`config.mk`:
```
export PLATFORM = sky130hd
export DESIGN_NAME = apb_timer_periph
export DESIGN_NICKNAME = d
export VERILOG_FILES = /design/src/rtl/apb_periph_pkg.sv /design/src/rtl/timer_core.sv /design/src/rtl/apb_timer_periph.sv
export SDC_FILE = /design/constraint.sdc
export NUM_CORES = 1
export LEC_CHECK = 0
export BUFFER_PORTS_ARGS = -buffer_cell sky130_fd_sc_hd__buf_2
export CORE_MARGIN = 8
export CORE_UTILIZATION = 59
export DETAILED_ROUTE_END_ITERATION = 12
export PLACE_DENSITY_LB_ADDON = 0.08
export SLEW_MARGIN = 20
export SYNTH_ARGS = -nofsm -noshare
export SYNTH_HDL_FRONTEND = slang
export SYNTH_HIERARCHICAL = 1
export SYNTH_SLANG_ARGS = --single-unit
```
`constraint.sdc`:
```
create_clock -name PCLK -period 3.2 [get_ports PCLK]
set_clock_uncertainty 0.1 [all_clocks]
set_input_delay 0.64 -clock PCLK [delete_from_list [all_inputs] [get_ports PCLK]]
set_output_delay 0.64 -clock PCLK [all_outputs]
set_load 0.05 [all_outputs]
```
`src/rtl/apb_periph_pkg.sv`:
```
`default_nettype none
// ============================================================================
// Module      : apb_periph_pkg
// Description : Shared definitions for the MCU APB responders: register
//               offsets, timer control bit positions and the APB FSM states.
// Revision    : 1.0 - initial release
// ============================================================================
package apb_periph_pkg;

  // Word offsets decoded from PADDR[4:2]
  localparam logic [2:0] TCR_OFS    = 3'd0;
  localparam logic [2:0] PSC_OFS    = 3'd1;
  localparam logic [2:0] ARR_OFS    = 3'd2;
  localparam logic [2:0] TCNT_OFS   = 3'd3;
  localparam logic [2:0] STATUS_OFS = 3'd4;

  // Bit positions inside TCR and STATUS
  localparam int TCR_EN_BIT     = 0;
  localparam int TCR_CLR_BIT    = 1;
  localparam int TCR_IRQEN_BIT  = 2;
  localparam int STATUS_OVF_BIT = 0;

  // One-wait-state APB responder handshake
  typedef enum logic [1:0] {
    IDLE   = 2'd0,
    ACCESS = 2'd1,
    DONE   = 2'd2
  } apb_state_e;

endpackage : apb_periph_pkg
`default_nettype wire

```
`src/rtl/timer_core.sv`:
```
`default_nettype none
// ============================================================================
// Module      : timer_core
// Description : Prescaled 32-bit up-counter with auto-reload compare and a
//               sticky overflow flag.
// Revision    : 1.0 - initial release
// ============================================================================
module timer_core (
  input  logic        clk,
  input  logic        rst_n,
  input  logic        en,
  input  logic        clr,
  input  logic [31:0] psc,
  input  logic [31:0] arr,
  input  logic        ovf_clr,
  output logic [31:0] tcnt,
  output logic        ovf
);

  logic [31:0] pcnt;
  logic        tick;
  logic        wrap;

  // A tick fires on the cycle the prescaler count matches PSC; equality
  // (not >=) means a shrunk PSC/ARR lets the count run past and wrap naturally.
  assign tick = en && (pcnt == psc);
  assign wrap = tick && (tcnt == arr);

  // Prescaler and main counter; EN low simply holds both counts
  always_ff @(posedge clk or negedge rst_n) begin
    if (!rst_n) begin
      pcnt <= 32'd0;
      tcnt <= 32'd0;
    end else if (clr) begin
      pcnt <= 32'd0;
      tcnt <= 32'd0;
    end else if (en) begin
      pcnt <= tick ? 32'd0 : pcnt + 32'd1;
      if (tick) begin
        tcnt <= wrap ? 32'd0 : tcnt + 32'd1;
      end
    end
  end

  // Sticky overflow flag; a set in the same cycle as a clear request wins.
  // A CLR overrides the count, so no overflow is recorded in that cycle.
  always_ff @(posedge clk or negedge rst_n) begin
    if (!rst_n) begin
      ovf <= 1'b0;
    end else if (wrap && !clr) begin
      ovf <= 1'b1;
    end else if (ovf_clr) begin
      ovf <= 1'b0;
    end
  end

endmodule : timer_core
`default_nettype wire

```
`src/rtl/apb_timer_periph.sv`:
```
`default_nettype none
// ============================================================================
// Module      : apb_timer_periph
// Description : APB responder wrapping a prescaled 32-bit timer with
//               auto-reload and overflow interrupt. One wait state per access.
// Revision    : 1.0 - initial release
// ============================================================================
module apb_timer_periph #(
  parameter logic [31:0] PSC_RESET = 32'd0,
  parameter logic [31:0] ARR_RESET = 32'hFFFF_FFFF
) (
  input  logic        PCLK,
  input  logic        PRESET,
  input  logic [31:0] PADDR,
  input  logic        PWRITE,
  input  logic        PENABLE,
  input  logic        PSEL,
  input  logic [31:0] PWDATA,
  output logic [31:0] PRDATA,
  output logic        PREADY,
  output logic        timer_irq
);

  import apb_periph_pkg::*;

  apb_state_e  state;
  apb_state_e  state_next;
  logic        access;
  logic        wr_en;
  logic        rd_en;
  logic [2:0]  ofs;
  logic        tcr_en;
  logic        tcr_irqen;
  logic [31:0] psc;
  logic [31:0] arr;
  logic [31:0] tcnt;
  logic        ovf;
  logic        clr_pulse;
  logic        ovf_clr;
  logic [31:0] rd_data;
  logic        unused_addr_bits;

  assign ofs              = PADDR[4:2];
  assign unused_addr_bits = ^{PADDR[31:5], PADDR[1:0]};
  assign wr_en            = access && PWRITE;
  assign rd_en            = access && !PWRITE;

  // CLR and the STATUS W1C are strobes that act in the commit cycle only
  assign clr_pulse = wr_en && (ofs == TCR_OFS)    && PWDATA[TCR_CLR_BIT];
  assign ovf_clr   = wr_en && (ofs == STATUS_OFS) && PWDATA[STATUS_OVF_BIT];

  // APB FSM state register
  always_ff @(posedge PCLK or negedge PRESET) begin
    if (!PRESET) state <= IDLE;
    else         state <= state_next;
  end

  // APB FSM next state; ACCESS completes even if PSEL/PENABLE drop
  always_comb begin
    state_next = state;
    access     = 1'b0;
    case (state)
      IDLE:    if (PSEL && PENABLE) state_next = ACCESS;
      ACCESS: begin
        access     = 1'b1;
        state_next = DONE;
      end
      DONE:    state_next = IDLE;
      default: state_next = IDLE;
    endcase
  end

  // Writable register file, committed in the ACCESS cycle
  always_ff @(posedge PCLK or negedge PRESET) begin
    if (!PRESET) begin
      tcr_en    <= 1'b0;
      tcr_irqen <= 1'b0;
      psc       <= PSC_RESET;
      arr       <= ARR_RESET;
    end else if (wr_en) begin
      case (ofs)
        TCR_OFS: begin
          tcr_en    <= PWDATA[TCR_EN_BIT];
          tcr_irqen <= PWDATA[TCR_IRQEN_BIT];
        end
        PSC_OFS: psc <= PWDATA;
        ARR_OFS: arr <= PWDATA;
        default: ;
      endcase
    end
  end

  // Read mux; CLR and unmapped offsets read as zero
  always_comb begin
    rd_data = 32'd0;
    case (ofs)
      TCR_OFS:    rd_data = {29'd0, tcr_irqen, 1'b0, tcr_en};
      PSC_OFS:    rd_data = psc;
      ARR_OFS:    rd_data = arr;
      TCNT_OFS:   rd_data = tcnt;
      STATUS_OFS: rd_data = {31'd0, ovf};
      default:    rd_data = 32'd0;
    endcase
  end

  // Bus response: PREADY is the registered ACCESS flag, so it is high in DONE
  always_ff @(posedge PCLK or negedge PRESET) begin
    if (!PRESET) begin
      PREADY <= 1'b0;
      PRDATA <= 32'd0;
    end else begin
      PREADY <= access;
      if (rd_en) PRDATA <= rd_data;
    end
  end

  timer_core u_timer_core (
    .clk     (PCLK),
    .rst_n   (PRESET),
    .en      (tcr_en),
    .clr     (clr_pulse),
    .psc     (psc),
    .arr     (arr),
    .ovf_clr (ovf_clr),
    .tcnt    (tcnt),
    .ovf     (ovf)
  );

  // Both sources are flops, so the AND cannot glitch on a clock edge
  assign timer_irq = ovf & tcr_irqen;

endmodule : apb_timer_periph
`default_nettype wire

```
==> results.tsv <==
stage	metric	value	unit
sta	setup_ws	0.656	ns
setup_path	cp_max_fo	7	
floorplanning	start_util	59.9	%
place	place_inst	1082	
cts	root_buffer	clkbuf_16	
global_routing	grt_max_degree	60	
cells_and_area	diodes	0	
cells_and_area	fill_cells	1190	
cells_and_area	layout_common_cells	dfrtp_1 (134), xnor2_1 (75), buf_2 (72), nand2_1 (68), mux2_2 (64)	
sta	min_period	2.54	ns
global_routing	grt_pass1_wl	39000	µm
setup_path	critPathKind	reg -> reg	
drt	wl_per_cell	22.0	µm
synthesis	yosys_warnings	6	
sta	setup_violations	0	
cells_and_area	instances_no_fill	1114	
cts	clockBufferDepth	2	
cells_and_area	fin_nets	984	
place	place_hpwl	17300	µm
setup_path	r2r_slack	0.66	ns
place	port_buffers	73	
cts	clock-sinks	166	
cts	clk_pin_slew	0.06	ns
global_routing	antenna_found_initial	0	
drt	vias	6951	
synthesis	synth_area_per_cell	10.6	µm²
cts	cts_tree	built	
setup_path	worstPathRequired	3.42	ns
drt	viasPerCell	6.24	
sta	hold_ws	0.0819	ns
global_routing	grt_pass1_vias	6975	
synthesis	synth.area.top_cells	dfrtp_1 (37%), dfstp_2 (9.3%), mux2_2 (8.0%), xnor2_1 (7.3%), mux2_4 (5.3%)	
drt	first_pass_iters	6	
job	maxCapViolCount	0	
sta	hold_viol_final	0	
setup_path	r2r-start	u_timer_core/tcnt[0]$_DFFE_PN0P_	
global_routing	grt_overflow	0	
sta	rsz0062_at_grt	false	
synthesis	synth_seq_cells	166	
place	gp_congestion	0.911	
floorplanning	die_w	140	µm
cts	cts-htree-levels	4	
drt	routed_wl	24500	µm
synthesis	yosysTopAreaCellShare	37.3	%
synthesis	synth-seq-area-share	46.6	%
setup_path	arrival	2.77	ns
floorplanning	die_y	140	µm
sta	worst_pin_slew	1.09	ns
floorplanning	die_area	19500	µm²
pwr	leakage	4.52	nW
place	pre_cts_ws	0.510	ns
floorplanning	std_cell_rows	45	
global_routing	grtUsageTotal	25.8	%
sta	fmax	393	MHz
floorplanning	coreArea	15000	µm²
cts	postCtsSetupRepairBufs	0	
setup_path	r2r_cells	7	
floorplanning	io_pins	103	
sta	slew_headroom	26.7	%
drt	drt_iter0_drc	649	
synthesis	synthDistinctLibCells	58	
cells_and_area	drive_above_1_share	29.8	%
worst_hold_path	hold_class	in -> async	
cts	post_cts_resized	0	
cells_and_area	final_common_cell	dfrtp_1	
place	detailed_place.area	9530	µm²
synthesis	synthCells	850	
sta	fin_tns_setup	0	ns
synthesis	netlist_area	9000	µm²
pwr	power_density	667	nW/µm²
cts	cts_made_buffers	17	
synthesis	syn_nets	921	
cts	clk_latency	0.43	ns
cells_and_area	area_growth	12.7	%
setup_path	worstReg2RegEnd	u_timer_core/tcnt[12]$_DFFE_PN0P_	
cts	hold_buffers	0	
sta	drv_slew	0	
outcome	status	completed	
synthesis	yosysTopAreaCell	dfrtp_1	
setup_path	worstSetupEndpointType	flop	
setup_path	cp-start-kind	flop	
drt	antenna_left	0	
sta	fin_crit_sh	79.5	%
cells_and_area	stdcell_area	10100	µm²
pwr	ir_drop	486	µV
drt	drc_errors	0	
## critical path, stage by stage (launching register included)
cell and delay, ns:
dfrtp_1 0.47, ha_1 0.24, nand3_2 0.11, or2_2 0.36
nor3_1 0.53, nand2_1 0.16, or3_1 0.34, o32ai_1 0.13
## flip-flops by register name (all words and copies together), names as in the netlist
name / cells
PRDATA: 32
PREADY: 1
arr: 32
psc: 32
state: 2
tcr_en: 1
tcr_irqen: 1
u_timer_core/ovf: 1
u_timer_core/pcnt: 32
u_timer_core/tcnt: 32
## worst max-delay path by stage
stage | start | end | slack [ns] | cells past startpoint
5_1_grt | u_timer_core/pcnt[7]$_DFFE_PN0P_ | u_timer_core/pcnt[24]$_DFFE_PN0P_ | 0.54 | 6
4_1_cts | u_timer_core/tcnt[0]$_DFFE_PN0P_ | u_timer_core/tcnt[18]$_DFFE_PN0P_ | 0.70 | 6
2_1_floorplan | PADDR[2] | u_timer_core/pcnt[31]$_DFFE_PN0P_ | 0.64 | 11
6_report | u_timer_core/tcnt[0]$_DFFE_PN0P_ | u_timer_core/tcnt[12]$_DFFE_PN0P_ | 0.66 | 7
3_3_place_gp | PADDR[4] | u_timer_core/pcnt[21]$_DFFE_PN0P_ | 0.53 | 9
3_5_place_dp | PADDR[4] | u_timer_core/pcnt[21]$_DFFE_PN0P_ | 0.51 | 9
## metal layers
layer	global-route usage (%)	wire length [µm]	vias to the layer above
met2	41.6	11800	263
met1	33.0	10400	3485
met3	6.84	1650	39
li1	-	-	3164
met5	0	0	-
met4	8.72	624	0
## layout make-up
type | instances | area [µm²] | share of cell area (%)
Tap cell | 188 | 235 | 2.32
Inverter | 27 | 101 | 0.999
Clock inverter | 9 | 123 | 1.21
Timing Repair Buffer | 94 | 554 | 5.46
Multi-Input combinational cell | 607 | 4450 | 43.9
Clock buffer | 23 | 488 | 4.81
Sequential cell | 166 | 4190 | 41.3
## Yosys cell counts (all sizes together)
cell type,count
o2111a,1
and3,5
nor4,6
a2111oi,1
a21oi,36
o211a,1
o21ai,37
a31oi,1
nor3,12
o2111ai,1
nand2b,10
a22oi,30
a211oi,1
a32oi,1
inv,27
buf,22
mux2,96
nand4,36
xor2,19
nand4bb,1
clkbuf,28
dfrtp,134
or2,8
a22o,1
nor2,56
mux4,1
and2,3
nand3,32
nand4b,2
dfstp,32
mux2i,2
nand3b,4
or4,4
o41ai,1
o32ai,25
nor3b,1
nand2,69
xnor2,75
or3,17
nor2b,1
and4,7
o22ai,1
ha,2
## where the power goes
part	leakage, nW	total (mW)	switching (mW)	internal, mW
registers	2.02	2.95	0.455	2.49
clock network	0.303	2.13	0.827	1.31
logic	2.19	1.68	0.949	0.736
total	4.52	6.76	2.23	4.53
## kinds of logic after synthesis
kind of cell    Yosys count  share of synthesized area [%]
flops                   166                           46.6
mux                      99                           13.8
compound gates          138                           9.94
simple gates            274                           16.2
xor+xnor                 94                           9.15
buf+inv                  77                           3.98
fa+ha+maj                 2                          0.278
## stage by stage
stage          util [%]  power (mW)
2_1_floorplan         -        4.08
3_3_place_gp       63.4        4.57
6_report           67.5        6.76
4_1_cts            67.5        6.78
5_1_grt            67.5        7.06
3_5_place_dp       63.4        4.63
No activity file was read; power rests on OpenSTA's default activity.
